### src/rtl/impact_pkg.sv
// Shared definitions for the impact port capture block: register map,
// control/status bit positions and the default FIFO depth.
package impact_pkg;

    localparam int DEFAULT_DEPTH = 8;

    // Word-select within the 16-byte register window (address bits [3:2]).
    typedef enum logic [1:0] {
        REG_CTRL    = 2'd0,
        REG_STATUS  = 2'd1,
        REG_DATA_LO = 2'd2,
        REG_DATA_HI = 2'd3
    } reg_sel_e;

    localparam int CTRL_ENABLE = 0;
    localparam int CTRL_MODE   = 1;
    localparam int CTRL_CLEAR  = 2;
    localparam int CTRL_IRQ_EN = 3;

    localparam int STAT_FULL     = 5;
    localparam int STAT_EMPTY    = 6;
    localparam int STAT_OVERFLOW = 7;

endpackage

### src/rtl/impact_sync_fifo.sv
// Single-clock FIFO holding captured port samples; pop and push may share an
// edge even when full, and clear overrides both.
module impact_sync_fifo
    import impact_pkg::*;
#(
    parameter int DEPTH = DEFAULT_DEPTH,
    parameter int WIDTH = 64
) (
    input  logic                     clk,
    input  logic                     rst_n,
    input  logic                     push,
    input  logic                     pop,
    input  logic                     clear,
    input  logic [WIDTH-1:0]         wdata,
    output logic [WIDTH-1:0]         rdata,
    output logic                     full,
    output logic                     empty,
    output logic [$clog2(DEPTH):0]   count
);

    localparam int AW = $clog2(DEPTH);
    localparam logic [AW:0] FULL_COUNT = DEPTH[AW:0];

    logic [WIDTH-1:0] mem [DEPTH];
    logic [AW-1:0]    wr_ptr_reg;
    logic [AW-1:0]    rd_ptr_reg;
    logic [AW:0]      count_reg;
    logic             pop_ok;
    logic             push_ok;

    assign full    = (count_reg == FULL_COUNT);
    assign empty   = (count_reg == '0);
    assign count   = count_reg;
    assign rdata   = mem[rd_ptr_reg];
    assign pop_ok  = pop & ~empty & ~clear;
    // A full FIFO still accepts a push when the head leaves on the same edge.
    assign push_ok = push & ~clear & (~full | pop_ok);

    always_ff @(posedge clk) begin
        if (push_ok) begin
            mem[wr_ptr_reg] <= wdata;
        end
    end

    always_ff @(posedge clk or negedge rst_n) begin
        if (!rst_n) begin
            wr_ptr_reg <= '0;
            rd_ptr_reg <= '0;
            count_reg  <= '0;
        end else if (clear) begin
            wr_ptr_reg <= '0;
            rd_ptr_reg <= '0;
            count_reg  <= '0;
        end else begin
            if (push_ok) begin
                wr_ptr_reg <= wr_ptr_reg + 1'b1;
            end
            if (pop_ok) begin
                rd_ptr_reg <= rd_ptr_reg + 1'b1;
            end
            case ({push_ok, pop_ok})
                2'b10:   count_reg <= count_reg + 1'b1;
                2'b01:   count_reg <= count_reg - 1'b1;
                default: count_reg <= count_reg;
            endcase
        end
    end

endmodule

### src/rtl/impact_port_capture.sv
// Captures the {south, west} head outputs into a FIFO on change or every
// cycle, exposed through a four-register Wishbone slave with a level IRQ.
module impact_port_capture
    import impact_pkg::*;
#(
    parameter int          DEPTH    = DEFAULT_DEPTH,
    parameter logic [31:0] BASE_ADR = 32'h3000_0000
) (
    input  logic        wb_clk_i,
    input  logic        wb_rst_n,
    input  logic [31:0] west_i,
    input  logic [31:0] south_i,
    input  logic        wbs_stb_i,
    input  logic        wbs_cyc_i,
    input  logic        wbs_we_i,
    input  logic [3:0]  wbs_sel_i,
    input  logic [31:0] wbs_dat_i,
    input  logic [31:0] wbs_adr_i,
    output logic        wbs_ack_o,
    output logic [31:0] wbs_dat_o,
    output logic        irq_o
);

    localparam int CW = $clog2(DEPTH) + 1;

    logic [63:0]   s_q;
    logic [63:0]   p_q;
    logic          enable_reg;
    logic          mode_reg;
    logic          irq_en_reg;
    logic          overflow_reg;
    logic          first_reg;
    logic          ack_reg;
    logic [31:0]   dat_reg;
    logic          irq_reg;

    logic          req;
    logic          in_window;
    reg_sel_e      reg_sel;
    logic          rd_en;
    logic          wr_en;
    logic          ctrl_wr;
    logic          status_wr;
    logic          clear;
    logic          pop;
    logic          push_req;
    logic          overflow_set;
    logic [63:0]   head;
    logic          full;
    logic          empty;
    logic [CW-1:0] count;
    logic [4:0]    count_ext;
    logic [31:0]   rdata_next;
    logic          unused_bits;

    assign unused_bits = ^{wbs_dat_i[31:8], wbs_adr_i[1:0], wbs_sel_i[3:1]};

    // ack_reg gates req so every access acks exactly once, never back-to-back.
    assign req       = wbs_stb_i & wbs_cyc_i & ~ack_reg;
    assign in_window = (wbs_adr_i[31:4] == BASE_ADR[31:4]);
    assign reg_sel   = reg_sel_e'(wbs_adr_i[3:2]);
    assign rd_en     = req & ~wbs_we_i & in_window;
    assign wr_en     = req & wbs_we_i & in_window & wbs_sel_i[0];
    assign ctrl_wr   = wr_en & (reg_sel == REG_CTRL);
    assign status_wr = wr_en & (reg_sel == REG_STATUS);
    assign clear     = ctrl_wr & wbs_dat_i[CTRL_CLEAR];
    assign pop       = rd_en & (reg_sel == REG_DATA_HI) & ~empty;

    assign push_req     = enable_reg & (mode_reg | first_reg | (s_q != p_q));
    assign overflow_set = push_req & full & ~pop & ~clear;
    assign count_ext    = 5'(count);

    impact_sync_fifo #(
        .DEPTH (DEPTH),
        .WIDTH (64)
    ) u_fifo (
        .clk   (wb_clk_i),
        .rst_n (wb_rst_n),
        .push  (push_req),
        .pop   (pop),
        .clear (clear),
        .wdata (s_q),
        .rdata (head),
        .full  (full),
        .empty (empty),
        .count (count)
    );

    always_comb begin
        rdata_next = '0;
        if (rd_en) begin
            case (reg_sel)
                REG_CTRL: begin
                    rdata_next[CTRL_ENABLE] = enable_reg;
                    rdata_next[CTRL_MODE]   = mode_reg;
                    rdata_next[CTRL_IRQ_EN] = irq_en_reg;
                end
                REG_STATUS: begin
                    rdata_next[4:0]           = count_ext;
                    rdata_next[STAT_FULL]     = full;
                    rdata_next[STAT_EMPTY]    = empty;
                    rdata_next[STAT_OVERFLOW] = overflow_reg;
                end
                REG_DATA_LO: rdata_next = empty ? 32'd0 : head[31:0];
                REG_DATA_HI: rdata_next = empty ? 32'd0 : head[63:32];
                default:     rdata_next = '0;
            endcase
        end
    end

    always_ff @(posedge wb_clk_i or negedge wb_rst_n) begin
        if (!wb_rst_n) begin
            s_q          <= '0;
            p_q          <= '0;
            enable_reg   <= 1'b0;
            mode_reg     <= 1'b0;
            irq_en_reg   <= 1'b0;
            overflow_reg <= 1'b0;
            first_reg    <= 1'b1;
            ack_reg      <= 1'b0;
            dat_reg      <= '0;
            irq_reg      <= 1'b0;
        end else begin
            s_q     <= {south_i, west_i};
            p_q     <= s_q;
            ack_reg <= req;
            dat_reg <= rdata_next;
            irq_reg <= irq_en_reg & (~empty | overflow_reg);

            if (ctrl_wr) begin
                enable_reg <= wbs_dat_i[CTRL_ENABLE];
                mode_reg   <= wbs_dat_i[CTRL_MODE];
                irq_en_reg <= wbs_dat_i[CTRL_IRQ_EN];
            end

            // Re-arming enable forces the next sample in even if unchanged.
            if (ctrl_wr & wbs_dat_i[CTRL_ENABLE] & ~enable_reg) begin
                first_reg <= 1'b1;
            end else if (push_req & ~clear) begin
                first_reg <= 1'b0;
            end

            if (clear) begin
                overflow_reg <= 1'b0;
            end else if (overflow_set) begin
                overflow_reg <= 1'b1;
            end else if (status_wr & wbs_dat_i[STAT_OVERFLOW]) begin
                overflow_reg <= 1'b0;
            end
        end
    end

    assign wbs_ack_o = ack_reg;
    assign wbs_dat_o = dat_reg;
    assign irq_o     = irq_reg;

endmodule

### config.mk
export PLATFORM = sky130hd
export DESIGN_NAME = impact_port_capture
export DESIGN_NICKNAME = d
export VERILOG_FILES = /design/src/rtl/impact_pkg.sv /design/src/rtl/impact_sync_fifo.sv /design/src/rtl/impact_port_capture.sv
export SDC_FILE = /design/constraint.sdc
export NUM_CORES = 1
export LEC_CHECK = 0
export BUFFER_PORTS_ARGS = -buffer_cell sky130_fd_sc_hd__buf_4
export CAP_MARGIN = 15
export CORE_AREA = 2 2 361 184
export DETAILED_ROUTE_END_ITERATION = 10
export DIE_AREA = 0 0 363 186
export SETUP_SLACK_MARGIN = 0.4
export SLEW_MARGIN = 15
export SYNTH_ARGS = -nofsm -noshare
export SYNTH_HDL_FRONTEND = slang
export SYNTH_SLANG_ARGS = --single-unit
### constraint.sdc
create_clock -name wb_clk_i -period 12.3 [get_ports wb_clk_i]
set_input_delay 0.615 -clock wb_clk_i [delete_from_list [all_inputs] [get_ports wb_clk_i]]
set_output_delay 0.615 -clock wb_clk_i [all_outputs]
set_load 0.05 [all_outputs]
==> reports/results.ini <==
[outcome]
outcome=completed

[timing]
finalSetupTns_ps=0
report.final.hold_viol_count=0
fin_worst_hold_slack_ps=110
setup_viol=0
worst_clock_skew_ps=22.6
rsz0062_at_grt=no
slew_violations=0
period_minus_slack_ps=4240
timing.fmax_mhz=236
worst_slew_pin_slew_ps=1060
post_route_worst_setup_slack_ps=8060
slew_headroom_pct=29.6
final_min_period_over_clock_period_pct=34.5

[floorplan]
core_footprint_um2=64300
die_height_um=186
num_io_pins=171
num_rows=66
fp.dieArea_um2=67500
starting_density_of_the_core_pct=39.7
floorplan.die.width_um=363

[setup_path]
criticalPathCategory=register to register
crit_path_max_fo=12
cp_top_family=simple AND/OR/NAND/NOR gates
timing.critical_path.to_type=register
worstPathCellList=xnor2_1, nand4_1, nor4_1, nand4_1, o21ai_2, and2_1, ha_1, a21o_1, a21oi_1, or3_1, mux2i_1, a22oi_1
critical_path.n_buffers_inverters=0
crit_path_top_delay_cell=sky130_fd_sc_hd__o21ai_2
max_stage_delay_ps=740
cpMostUsedCell=sky130_fd_sc_hd__nand4_1
critical_path.startpoint_type=register
r2r_setup_slack_ps=8060
worst_ep_required_time_ps=12800
worst_ep_arrival_time_ps=4740

[cells_and_area]
regArea_um2=19800
area_growth_pct=15.9
layout.nets=1514
antenna_cells_inserted=0
reg.largest.list=u_fifo.mem x512, p_q x64, s_q x64
finalCoreUtilization_pct=46.0
registers.top_by_ff_count=u_fifo.mem
layout-drive-gt1-share_pct=28.6
final.fill_count=5343
number_of_flip_flops_under_the_largest_register_name=512
multi_input_comb_area_um2=5460

[cts]
cts.reportedPaths.clkPinSlew_ps=70
clkLatencyLatePin_ps=610
postCtsResizedCells=0
cts_tree=yes
postCtsHoldBufs=0
post-cts-setup-buffer-count=0
htreeDepth=2
master_cell_of_the_clock_root_buffer=sky130_fd_sc_hd__clkbuf_16
sinks_on_clock_net=689
tritoncts_buffer_count=59
cts_buffer_depth=3

[power]
largest_voltage_drop_on_the_vdd_net_uv=111
power.leakage_nw=9.94
power_density_nw_per_um2=154
total_power_consumption_w=0.00457

[yosys]
synthesis.nets=1348
most_repeated_cell_in_the_gate_level_netlist_after_synthesis=sky130_fd_sc_hd__edfxtp_1
syn_avg_cell_area_um2=21.2
synth_cell_types=59
yosysWarningCount=0
synth_cells=1206
synth_top_area_share_pct=60.3
synth-main-ff-cell=sky130_fd_sc_hd__edfxtp_1
ys_async_sr_fraction_pct=25.7
synth_area_leader_cell=sky130_fd_sc_hd__edfxtp_1
post_synth_most_frequent_cells=512 x sky130_fd_sc_hd__edfxtp_1, 176 x sky130_fd_sc_hd__dfrtp_1, 132 x sky130_fd_sc_hd__mux4_2, 64 x sky130_fd_sc_hd__mux2i_1, 49 x sky130_fd_sc_hd__xnor2_1
synth_edf_count=512
synth-seq-cells=689
synth_seq_area_share_pct=77.6
yosys-top-cells-area=sky130_fd_sc_hd__edfxtp_1 60%, sky130_fd_sc_hd__dfrtp_1 17%, sky130_fd_sc_hd__mux4_2 12%, sky130_fd_sc_hd__mux2i_1 2.5%, sky130_fd_sc_hd__xnor2_1 1.7%
mappedNetlistArea_um2=25500

[global_routing]
grt_overflow_total=0
grt_first_pass_wirelength_um=85100
grt_max_degree=119
grt_antenna_before_repair=0
grt_use_total_pct=17.3
vias_in_the_first_global_route=12700

[placed_design]
place_congestion=0.773
hpwl_um=32600
post-place-ws_ps=8080
port_buffers=138

[detailed_routing]
detail_route.first_pass.iterations=5
drt-vias-per-instance=5.31
wl_per_cell_um=25.2
dr_total_vias=12000
routed_wl_um=57300
remaining_drc_errors=0
drtAntennaViolNets=0
initialDrtViolationCount=1237

[run]
drv_cap=0

[hold_path]
hold_path_class=input pin to async pin

## metal layers
layer  wire [um]  vias up  track usage (%)  share of wire, %
met3        3190       74             3.17               5.6
met2       26100      345             26.3                46
met1       27100     6455             26.3                47
met4         946        0             3.67               1.6
met5           0        -                0                 0
li1            -     5174                -                 -
## logic make-up (layout without fill, tap and decap cells)
kind of cell | count (synthesis) | count (layout) | synth area share, %
flops | 689 | 689 | 77.6
mux | 201 | 201 | 14.4
simple gates | 125 | 125 | 2.88
buf+inv | 68 | 283 | 1.12
compound gates | 64 | 64 | 1.85
xor+xnor | 54 | 54 | 1.85
fa+ha+maj | 5 | 5 | 0.275
## final cells by class
cell class                      instances  share of cell area, %
Clock buffer                           79                   5.63
Clock inverter                         31                   1.10
Inverter                               15                  0.190
Multi-Input combinational cell        449                   18.5
Sequential cell                       689                   67.0
Tap cell                              850                   3.60
Timing Repair Buffer                  158                   4.04
## final timing paths
kind,start,end,cells after the start
worst max-delay path,s_q[27]$_DFF_PN0_,u_fifo.count[3]$_DFFE_PN0P_,12
worst min-delay path,wb_rst_n,s_q[26]$_DFF_PN0_,1
worst max register to register,s_q[27]$_DFF_PN0_,u_fifo.count[3]$_DFFE_PN0P_,12
worst min register to register,overflow_reg$_DFFE_PN0P_,overflow_reg$_DFFE_PN0P_,2
max in group asynchronous,wb_rst_n,u_fifo.rd_ptr_reg[0]$_DFFE_PN0P_,2
min in group wb_clk_i,south_i[25],s_q[57]$_DFF_PN0_,1
## through the flow
stage	area, um^2	instances
finish	29600	2271
CTS	29600	2271
detailed placement	27600	2161
global placement	27600	2161
global route	29600	2271
floorplan	25500	1206
## power by group
group	total (W)	internal, W	switching (W)	leakage, nW
Combinational	0.0000849	0.0000400	0.0000449	2.21
Clock	0.00192	0.00109	0.000827	0.988
Sequential	0.00256	0.00252	0.0000405	6.75
Total	0.00457	0.00366	0.000912	9.94
## layout by cell type, fill, tap and decap left out, types with 3 or more instances in the layout
cell and n:
sky130_fd_sc_hd__mux4_2 132, sky130_fd_sc_hd__mux2_2 5, sky130_fd_sc_hd__dfrtp_4 3, sky130_fd_sc_hd__edfxtp_1 512, sky130_fd_sc_hd__buf_4 157, sky130_fd_sc_hd__clkbuf_1 11
sky130_fd_sc_hd__o21ai_0 4, sky130_fd_sc_hd__ha_1 4, sky130_fd_sc_hd__dfrtp_1 173, sky130_fd_sc_hd__a31oi_1 3, sky130_fd_sc_hd__bufinv_16 7, sky130_fd_sc_hd__clkbuf_8 7
sky130_fd_sc_hd__clkbuf_16 61, sky130_fd_sc_hd__and2_1 16, sky130_fd_sc_hd__nand2_1 15, sky130_fd_sc_hd__o22a_1 11, sky130_fd_sc_hd__nor4_1 8, sky130_fd_sc_hd__o22ai_1 17
sky130_fd_sc_hd__xnor2_1 49, sky130_fd_sc_hd__nand4_1 14, sky130_fd_sc_hd__a22oi_1 3, sky130_fd_sc_hd__inv_1 15, sky130_fd_sc_hd__o2bb2ai_1 3, sky130_fd_sc_hd__nor4_2 5
sky130_fd_sc_hd__nor2_1 27, sky130_fd_sc_hd__a21oi_1 8, sky130_fd_sc_hd__clkinv_2 13, sky130_fd_sc_hd__o221ai_1 3, sky130_fd_sc_hd__nor3_1 9, sky130_fd_sc_hd__mux2i_1 64
sky130_fd_sc_hd__xor2_1 5, sky130_fd_sc_hd__clkinv_1 9, sky130_fd_sc_hd__nor2b_1 8
Note: power is estimated with default switching activity, not from simulation.
